$ cat src/rtl/display_source_arbiter.sv
// display_source_arbiter: scan tick generation and frame-aligned selection of score, timer or message for a 4-digit display
module display_source_arbiter #(
  parameter int SCAN_DIV = 50000,
  parameter int HOLD_FRAMES = 250,
  parameter int CNT_W = 16
) (
  input  logic        iClk,
  input  logic        iRstN,
  input  logic [15:0] iScore,
  input  logic [15:0] iTimer,
  input  logic        iTimerEn,
  input  logic [15:0] iMsg,
  input  logic        iMsgReq,
  output logic [15:0] oData,
  output logic        oScanTick,
  output logic        oFrame,
  output logic [1:0]  oOwner,
  output logic        oMsgAck,
  output logic        oMsgBusy
);
  typedef enum logic [1:0] {SCORE = 2'd0, TIMER = 2'd1, MSG = 2'd2} state_t;
  localparam logic [CNT_W-1:0] DIV_M1 = CNT_W'(SCAN_DIV - 1);
  localparam logic [CNT_W-1:0] HOLD_M1 = CNT_W'(HOLD_FRAMES - 1);
  localparam logic [CNT_W-1:0] ONE = CNT_W'(1);
  state_t state, nxt;
  logic [CNT_W-1:0] cnt, hold, hold_nxt;
  logic [1:0] digit;
  logic pending, ack_nxt;
  logic [15:0] msg_q, data_nxt;
  always_comb begin
    nxt = state;
    hold_nxt = hold;
    ack_nxt = 1'b0;
    data_nxt = oData;
    if (oFrame) begin
      if (state == MSG && hold != '0) begin
        hold_nxt = hold - ONE;
      end else if (pending || iMsgReq) begin
        nxt = MSG;
        hold_nxt = HOLD_M1;
        ack_nxt = 1'b1;
        data_nxt = iMsgReq ? iMsg : msg_q;
      end else begin
        nxt = iTimerEn ? TIMER : SCORE;
        data_nxt = iTimerEn ? iTimer : iScore;
      end
    end
  end
  always_ff @(posedge iClk or negedge iRstN) begin
    if (!iRstN) begin
      cnt <= '0;
      digit <= 2'd0;
      oScanTick <= 1'b0;
      oFrame <= 1'b0;
      state <= SCORE;
      hold <= '0;
      oData <= 16'd0;
      oMsgAck <= 1'b0;
      pending <= 1'b0;
      msg_q <= 16'd0;
    end else begin
      cnt <= (cnt == DIV_M1) ? '0 : cnt + ONE;
      oScanTick <= cnt == DIV_M1;
      oFrame <= cnt == DIV_M1 && digit == 2'd3;
      digit <= digit + {1'b0, oScanTick};
      state <= nxt;
      hold <= hold_nxt;
      oData <= data_nxt;
      oMsgAck <= ack_nxt;
      pending <= ack_nxt ? 1'b0 : (pending | iMsgReq);
      if (iMsgReq) msg_q <= iMsg;
    end
  end
  assign oOwner = state;
  assign oMsgBusy = pending | (state == MSG);
endmodule

$ cat config.mk
export PLATFORM = sky130hd
export DESIGN_NAME = display_source_arbiter
export DESIGN_NICKNAME = d
export VERILOG_FILES = /design/src/rtl/display_source_arbiter.sv
export SDC_FILE = /design/constraint.sdc
export NUM_CORES = 1
export LEC_CHECK = 0
export ABC_CLOCK_PERIOD_IN_PS = 6900
export BUFFER_PORTS_ARGS = -buffer_cell sky130_fd_sc_hd__buf_4
export CAP_MARGIN = 20
export CORE_MARGIN = 1.5
export CORE_UTILIZATION = 52
export CTS_BUF_LIST = sky130_fd_sc_hd__clkbuf_8
export CTS_CLUSTER_SIZE = 20
export DETAILED_ROUTE_END_ITERATION = 7
export GPL_TIMING_DRIVEN = 0
export PLACE_DENSITY = 0.77
export SLEW_MARGIN = 15
export SYNTH_ARGS = -nofsm -noshare
export SYNTH_HDL_FRONTEND = slang
export SYNTH_SLANG_ARGS = --single-unit
$ cat constraint.sdc
create_clock -name iClk -period 6.9 [get_ports iClk]
set_input_delay 0.345 -clock iClk [delete_from_list [all_inputs] [get_ports iClk]]
set_output_delay 0.345 -clock iClk [all_outputs]
set_load 0.02 [all_outputs]
Word-level counts from Yosys, hierarchy flattened

Index checks and enable logic that the tools add are counted.
W data, S select, Z words.

Add/subtract/negate cells: 3
$mul: 0
Divide/modulo/power cells: 0
Order comparisons: 0
Eq/ne operators: 3
Shift-type cells: 0
Multiplexer cells: 12
Bitwise logic cells: 3
Reduce and logical (&&, ||, !) cells: 7

Operators with widths:

| operator                | count |
|---|---|
| $mux W16                | 6 |
| $add A16 B1 Y16 const B | 1 |
| $eq A16 B16 Y1 const B  | 1 |
| $reduce_bool A16 Y1     | 1 |
| $sub A16 B1 Y16 const B | 1 |
| $mux W1                 | 5 |
| $eq A2 B2 Y1 const B    | 2 |
| $reduce_and A2 Y1       | 2 |
| $add A2 B1 Y2           | 1 |
| $logic_and A1 B1 Y1     | 2 |
| $mux W2                 | 1 |
| $or A1 B1 Y1            | 2 |
| $reduce_bool A2 Y1      | 1 |
| $logic_or A1 B1 Y1      | 1 |
| $not A1 Y1              | 1 |

Register bits: 72
Bits in latches: 0
Bits in writable memories: 0
ROM bits: 0
Bits of input ports: 52
Output and inout port bits: 22
Word-level logic and storage cells: 38
Memories kept: 0

Depth between registers and ports, before layout

Gate-level depths: netlist of the first run.

Word-level depth: 5
Depth in mapped cells: 9
Depth with buffers taken out: 7

Worst setup path before layout of the first run

No wires, ideal clock.

Path type: flip-flop to flip-flop
Start point: register hold[0]
End point: register hold[6]
Arrival time: 2.120 ns
Data required time: 6.774 ns
Slack: 4.654 ns
Cell stages (with the launch flop): 8
Path buffers: 1
Clock period less this slack: 2.246 ns
Cells stage by stage: dfrtp_1 inv_1 ha_1 buf_1 or3b_2 nor4_2 nor2_1 a221o_1

Longest elaborated chain between the ends: 4
Elaborated cells between the ends (all ways): 6
Classes of those cells: add/sub: 1; mux: 1; reduce/logical: 4

Ends and longest elaborated chain:

| element                                                                 | line | text |
|---|---|---|
| from (decl)                                                             | 26   | `logic [CNT_W-1:0] cnt, hold, hold_nxt;` |
| from (signal assigned)                                                  | 67   | `hold <= hold_nxt;` |
| parallel branches: the longest is 4 deep, another holds $sub A16 B1 Y16 | n/a  |  |

Several ways; the timed one is not identified.
A chain may end at the register's enable or synchronous reset.

Final worst setup path of the first run

Start point: register hold[0]
End point: register oData[6]

Longest elaborated chain between the ends: 4

Ends and longest elaborated chain:

| element                            | line | text |
|---|---|---|
| $reduce_bool A16 Y1                | 36   | `if (state == MSG && hold != '0) begin` |
| $logic_and A1 B1 Y1                | 36   |  |
| $not A1 Y1 (no source line)        | n/a  |  |
| $reduce_and A2 Y1 (no source line) | n/a  |  |
| to (signal assigned)               | 68   | `oData <= data_nxt;` |
| to (decl)                          | 14   | `output logic [15:0] oData,` |

Every way passes these cells.

==> results of run 1 <==
## synth_stat cells (2+ instances only)
master	number	area share, %
nand4_1	2	0.37
a21oi_1	6	0.88
o21ai_1	12	1.8
nand3b_1	2	0.44
or3_1	2	0.37
a31oi_1	3	0.55
or4_4	2	0.66
xnor2_1	11	2.8
nand2b_1	3	0.55
mux2_2	16	5.3
nor2_1	25	2.7
ha_1	3	1.1
o311ai_0	2	0.51
nor2b_1	2	0.37
nand2_1	44	4.8
inv_1	10	1.1
clkbuf_1	12	1.3
dfrtp_1	72	53
nand3_1	12	1.8
nor3_1	12	1.8
xor2_1	8	2.0
nor4_1	3	0.55
o21ai_0	28	4.1
and3_1	3	0.55
mux2i_1	18	5.3
## sequential cells by signal, indices dropped and copies added, names as in the netlist
name and flops:
cnt 16, oFrame 1, oMsgAck 1, digit 2, oOwner 2, msg_q 16, pending 1, oData 16
oScanTick 1, hold 16
## layer usage
metal	GRT usage, %	routed length [µm]
met5	0	0
met4	9.39	166
met3	6.10	306
met2	39.7	3840
met1	31.6	3570
## worst max-delay path, delay by kind of cell (launching register included)
kind	cells	cell delay [ns]
AND/OR/NAND/NOR	3	0.97
buffers and inverters	3	0.71
flip-flops	1	0.42
AO/OA/AOI/OAI	2	0.33
adder cells (fa/ha/maj)	1	0.13
## cells by family after synthesis
kind of cell,after synthesis,share of synthesized area [%]
simple gates,121,17.3
fa+ha+maj,3,1.10
flops,72,52.6
buf+inv,24,2.63
mux,34,10.5
xor+xnor,19,4.86
compound gates,62,11.0
## per-stage QoR
step / setup WS, ns / power [mW] / utilization (%) / std cells
final: 4.22 / 0.934 / 68.1 / 499
after CTS: 4.23 / 0.943 / 68.1 / 499
after detailed placement: 4.26 / 0.501 / 63.9 / 483
after global placement: 4.31 / 0.498 / 63.9 / 483
after global routing: 3.93 / 0.968 / 68.1 / 499
after floorplan: 4.65 / 0.465 / - / 335
## worst min path at each step
stage,endpoint,start,slack [ns],cells after the start
floorplan,cnt[0],iRstN,0.05,0
global placement,digit[1],digit[1],0.45,1
detailed placement,digit[1],digit[1],0.46,1
CTS,msg_q[4],iRstN,0.14,1
global route,msg_q[4],iRstN,0.17,1
finish,msg_q[4],iRstN,0.08,1
## layout make-up
class	count	area (µm²)
clock buffers	10	138
fillers	496	2030
multi-input cells	239	1530
clock inverters	6	130
inverters	11	41.3
flip-flops and latches	72	1800
repair buffers	71	533
well taps	77	96.3
plain buffers	13	48.8
## power groups by stage
stage	logic (mW)	registers [mW]	clock network, mW
after floorplan	0.0248	0.441	0
after global placement	0.0575	0.441	0
after detailed placement	0.0591	0.442	0
after CTS	0.0597	0.434	0.450
after global routing	0.0658	0.434	0.467
final	0.0585	0.433	0.442
==> reports/qor.yml, run 1 <==
layout:
  layout_commonest_cell: "dfrtp_1"
  area_growth_syn_to_layout_pct: 26.2
  final_cell_mix: "dfrtp_1, buf_4, nand2_1"
  nNetsFinal: 472
  layout-drive-gt1-share_pct: 26.1
  n_antenna_cell: 0
  stdcell_area_mm2: 0.00432
route:
  drt-total-wl_um: 7880
  dr.pass1.iters: 4
  ant_nets: 0
  vias: 2766
  drc: 0
  drtIter0Drc: 142
  viasPerCell: 5.54
  wl_per_cell_um: 15.8
yosys:
  netlist_area_mm2: 0.00343
  async_reset_ff_share_pct: 100
  synth_edf_count: 0
  yosysSeqAreaShare_pct: 52.6
  synth_ff_type: "dfrtp_1"
  syn_nets: 390
  postSynthCellCount: 335
  synth_cell_types: 47
  yosysWarnings: 0
  synth-seq-cells: 72
  synth.avg_cell_area_um2: 10.2
cts:
  cts_max_path_buffers: 2
  cts.sinks: 72
  clk_pin_slew_ns: 0.08
  ctsHoldBuffers: 0
  cts-root-buf: "clkbuf_8"
  cts_tree: "yes"
  clk_latency_ns: 0.34
  cts_inserted_buffers: 9
  cts_resized: 0
  htreeDepth: 3
  post-cts-setup-buffer-count: 0
power_and_ir_drop:
  pwr-share-seq_pct: 46.4
  p_sw_share_pct: 19.8
  switching_power_mw: 0.185
  irDropWorstVdd_mv: 0.118
  power_leakage_nw: 1.94
  intPower_mw: 0.749
  power_density_mw_per_mm2: 216
  pwr-share-comb_pct: 6.3
  power_frac_clock_pct: 47.3
placed_design:
  place_area_mm2: 0.00406
  gp_congestion: 0.891
  dpl.hpwl_um: 5520
  placement.io_buffers: 71
setup_path:
  startpoint_type: "flop"
  worstSetupEndpoint: "oData[6]"
  cp_cell_sequence: "inv_1 > ha_1 > buf_1 > or3b_2 > nor4_2 > o21ai_1 > clkbuf_1 > nand2_1 > o21ai_1"
  cp_max_fo: 10
  crit_top_cell: "o21ai_1"
  cp_slowest_cell: "or3b_2"
  crit_required_ns: 7.11
  rrSetupSlack_ns: 4.22
  regToRegEndpoint: "oData[6]"
  worst-setup-path-type: "reg -> reg"
  worst_setup_path_end_kind: "flop"
  critPathArrivalTime_ns: 2.89
  cp-startpoint: "hold[0]"
  r2r-start: "hold[0]"
  max_stage_delay_ns: 0.50
  reg2reg_depth: 9
global_routing:
  grt_use_total_pct: 24.4
  grt-ovfl-total: 0
  grt_pass1_wl_um: 13800
  grt_max_degree: 73
  antenna_found_initial: 0
  grt_pass1_vias: 2921
timing:
  whs_ns: 0.0833
  period_needed_ns: 2.68
  hold_viol: 0
  worst_pin_slew_ns: 0.888
  setup_viol: 0
  relSlewSlack_pct: 40.8
  finalCritPeriodShare_pct: 38.8
  max_freq_ghz: 0.373
  rsz0062_at_grt: "no"
  tns_ns: 0
  finalClockSkew_ns: 0.00862
  maxSlewViolCount: 0
floorplanning:
  rows: 29
  start_util_pct: 54.0
  die_area_mm2: 0.00708
  coreArea_mm2: 0.00635
  io_pins: 74
  die_w_um: 84.2
  fp.dieH_um: 84.2
run_status:
  status: "finished clean"
flow_run:
  cap_violations: 0
worst_hold_path:
  hold_path_class: "in -> async"
No activity file was read; power rests on OpenSTA's default activity.
==> run 2: changes to the inputs <==
- ABC_CLOCK_PERIOD_IN_PS: 6900 -> 2700
- clock period: 6.9 -> 2.7 ns (I/O delays scaled with it)
==> run 2 against run 1 <==
  * Largest cell class unchanged
  * Register-to-register slack worse by 4.0 ns
  * Die area unchanged
  * Final cell count unchanged
  * Critical path depth down 1
  * Global-route usage about the same
  * Flip-flop and latch count unchanged
  * Fmax up 8.9%
  * Clock skew up 0.0012 ns
  * Sequential power rose to 2.6 times the previous value
  * Largest power group unchanged
  * Worst hold slack worse by 0.043 ns
  * Wire length up 0.19%
==> reports/qor.yml, run 2 (synthesized netlist as in run 1, its figures left out) <==
run_status:
  status: "finished clean"
global_routing:
  grt_pass1_vias: 2943
  grt_use_total_pct: 24.4
  grt-ovfl-total: 0
  grt_max_degree: 73
  antenna_found_initial: 0
  grt_pass1_wl_um: 13800
route:
  vias: 2761
  drtIter0Drc: 118
  viasPerCell: 5.53
  wl_per_cell_um: 15.8
  ant_nets: 0
  dr.pass1.iters: 4
  drt-total-wl_um: 7890
  drc: 0
timing:
  hold_viol: 0
  setup_viol: 0
  worst_pin_slew_ns: 0.884
  max_freq_ghz: 0.407
  maxSlewViolCount: 0
  layout_setup_ws_ns: 0.241
  finalClockSkew_ns: 0.00982
  tns_ns: 0
  rsz0062_at_grt: "no"
  period_needed_ns: 2.46
  finalCritPeriodShare_pct: 91.1
  relSlewSlack_pct: 41.1
floorplanning:
  fp.dieH_um: 84.2
  rows: 29
  io_pins: 74
  die_w_um: 84.2
  start_util_pct: 54.0
  coreArea_mm2: 0.00635
  die_area_mm2: 0.00708
cts:
  cts.sinks: 72
  cts_inserted_buffers: 9
  htreeDepth: 3
  cts_max_path_buffers: 2
  clk_pin_slew_ns: 0.08
  post-cts-setup-buffer-count: 0
  cts-root-buf: "clkbuf_8"
  cts_tree: "yes"
  clk_latency_ns: 0.34
setup_path:
  crit_top_cell: "o21ai_1"
  r2r-start: "hold[0]"
  cp-startpoint: "hold[0]"
  worst-setup-path-type: "reg -> reg"
  rrSetupSlack_ns: 0.24
  max_stage_delay_ns: 0.52
  crit_required_ns: 2.91
  regToRegEndpoint: "oData[6]"
  startpoint_type: "flop"
  worst_setup_path_end_kind: "flop"
  cp_max_fo: 10
  critPathArrivalTime_ns: 2.67
  cp_slowest_cell: "or3b_2"
  cp_cell_sequence: "inv_1 > ha_1 > or3b_2 > nor4_4 > o21ai_1 > clkbuf_1 > nand2_1 > o21ai_1"
  reg2reg_depth: 8
  worstSetupEndpoint: "oData[6]"
power_and_ir_drop:
  power_density_mw_per_mm2: 551
  irDropWorstVdd_mv: 0.301
  report.power.total_mw: 2.39
  power_leakage_nw: 1.97
layout:
  fill_cells: 492
  nNetsFinal: 472
  n_antenna_cell: 0
  area_growth_syn_to_layout_pct: 26.7
  layout_commonest_cell: "dfrtp_1"
  layout-drive-gt1-share_pct: 26.3
  final_cell_mix: "dfrtp_1, buf_4, nand2_1"
worst_hold_path:
  hold_path_class: "in -> reg"
  hold_path_depth: 2
placed_design:
  gp_congestion: 0.891
  placement.io_buffers: 71
  dpl.hpwl_um: 5520
  post-place-ws_ns: 0.0557
flow_run:
  cap_violations: 0
==> run 2: cell count changes in the layout (fill, tap and decap cells not counted), sizes merged <==
cell,before,now
buf,72,71
dlygate4sd3,0,1
==> run 2: per-stage QoR <==
step	std cells	area [µm²]	util (%)	hold slack, ns
6_report	499	4340	68.3	0.0403
5_1_grt	499	4340	68.3	0.0142
4_1_cts	500	4330	68.2	0.0200
3_5_place_dp	483	4060	63.9	0.317
3_3_place_gp	483	4060	63.9	0.311
2_1_floorplan	335	3430	-	-0.161
==> run 2: what timing repair did <==
item                       in CTS  in global routing
hold endpoints to repair       72                  0
gates resized for setup         0                  3
hold buffers                    1                  0
setup endpoints to repair       0                 23
==> run 2: worst min path at each step <==
stage	endpoint	start	slack (ns)
finish	msg_q[3]	iMsg[3]	0.04
global route	msg_q[5]	iMsg[5]	0.01
CTS	msg_q[5]	iMsg[5]	0.02
detailed placement	msg_q[4]	iRstN	0.32
global placement	msg_q[4]	iRstN	0.31
floorplan	cnt[0]	iRstN	-0.16
==> run 2: report_power, final <==
group	total, mW	internal [mW]	leakage (nW)	switching (mW)
Sequential	1.11	1.10	0.825	0.00658
Combinational	0.151	0.0846	1.01	0.0661
Clock	1.13	0.730	0.136	0.401
Total	2.39	1.92	1.97	0.473
==> run 2: worst max-delay path, delay by kind of cell, from the launching register on <==
family / cells / cell delay [ns]
adder cells (fa/ha/maj): 1 / 0.34
AND/OR/NAND/NOR: 3 / 0.90
flip-flops: 1 / 0.41
buffers and inverters: 2 / 0.37
AO/OA/AOI/OAI: 2 / 0.30
==> run 2: cell type report <==
class	instances	area, µm²	area share [%]
buffer	12	46.3	1.07
multi-input combinational	239	1540	35.6
sequential	72	1800	41.5
tap	77	96.3	2.22
inverter	11	41.3	0.952
timing repair buffer	72	543	12.5
clock buffer	10	138	3.17
clock inverter	6	130	3.00
==> run 2: layer usage <==
metal	part of all wire, %	wire length, µm	up-vias	GRT usage (%)
met5	0	0	-	0
met2	50	3960	77	39.9
li1	-	-	1337	-
met4	1.5	115	0	9.54
met1	45	3530	1337	31.5
met3	3.6	288	10	6.19
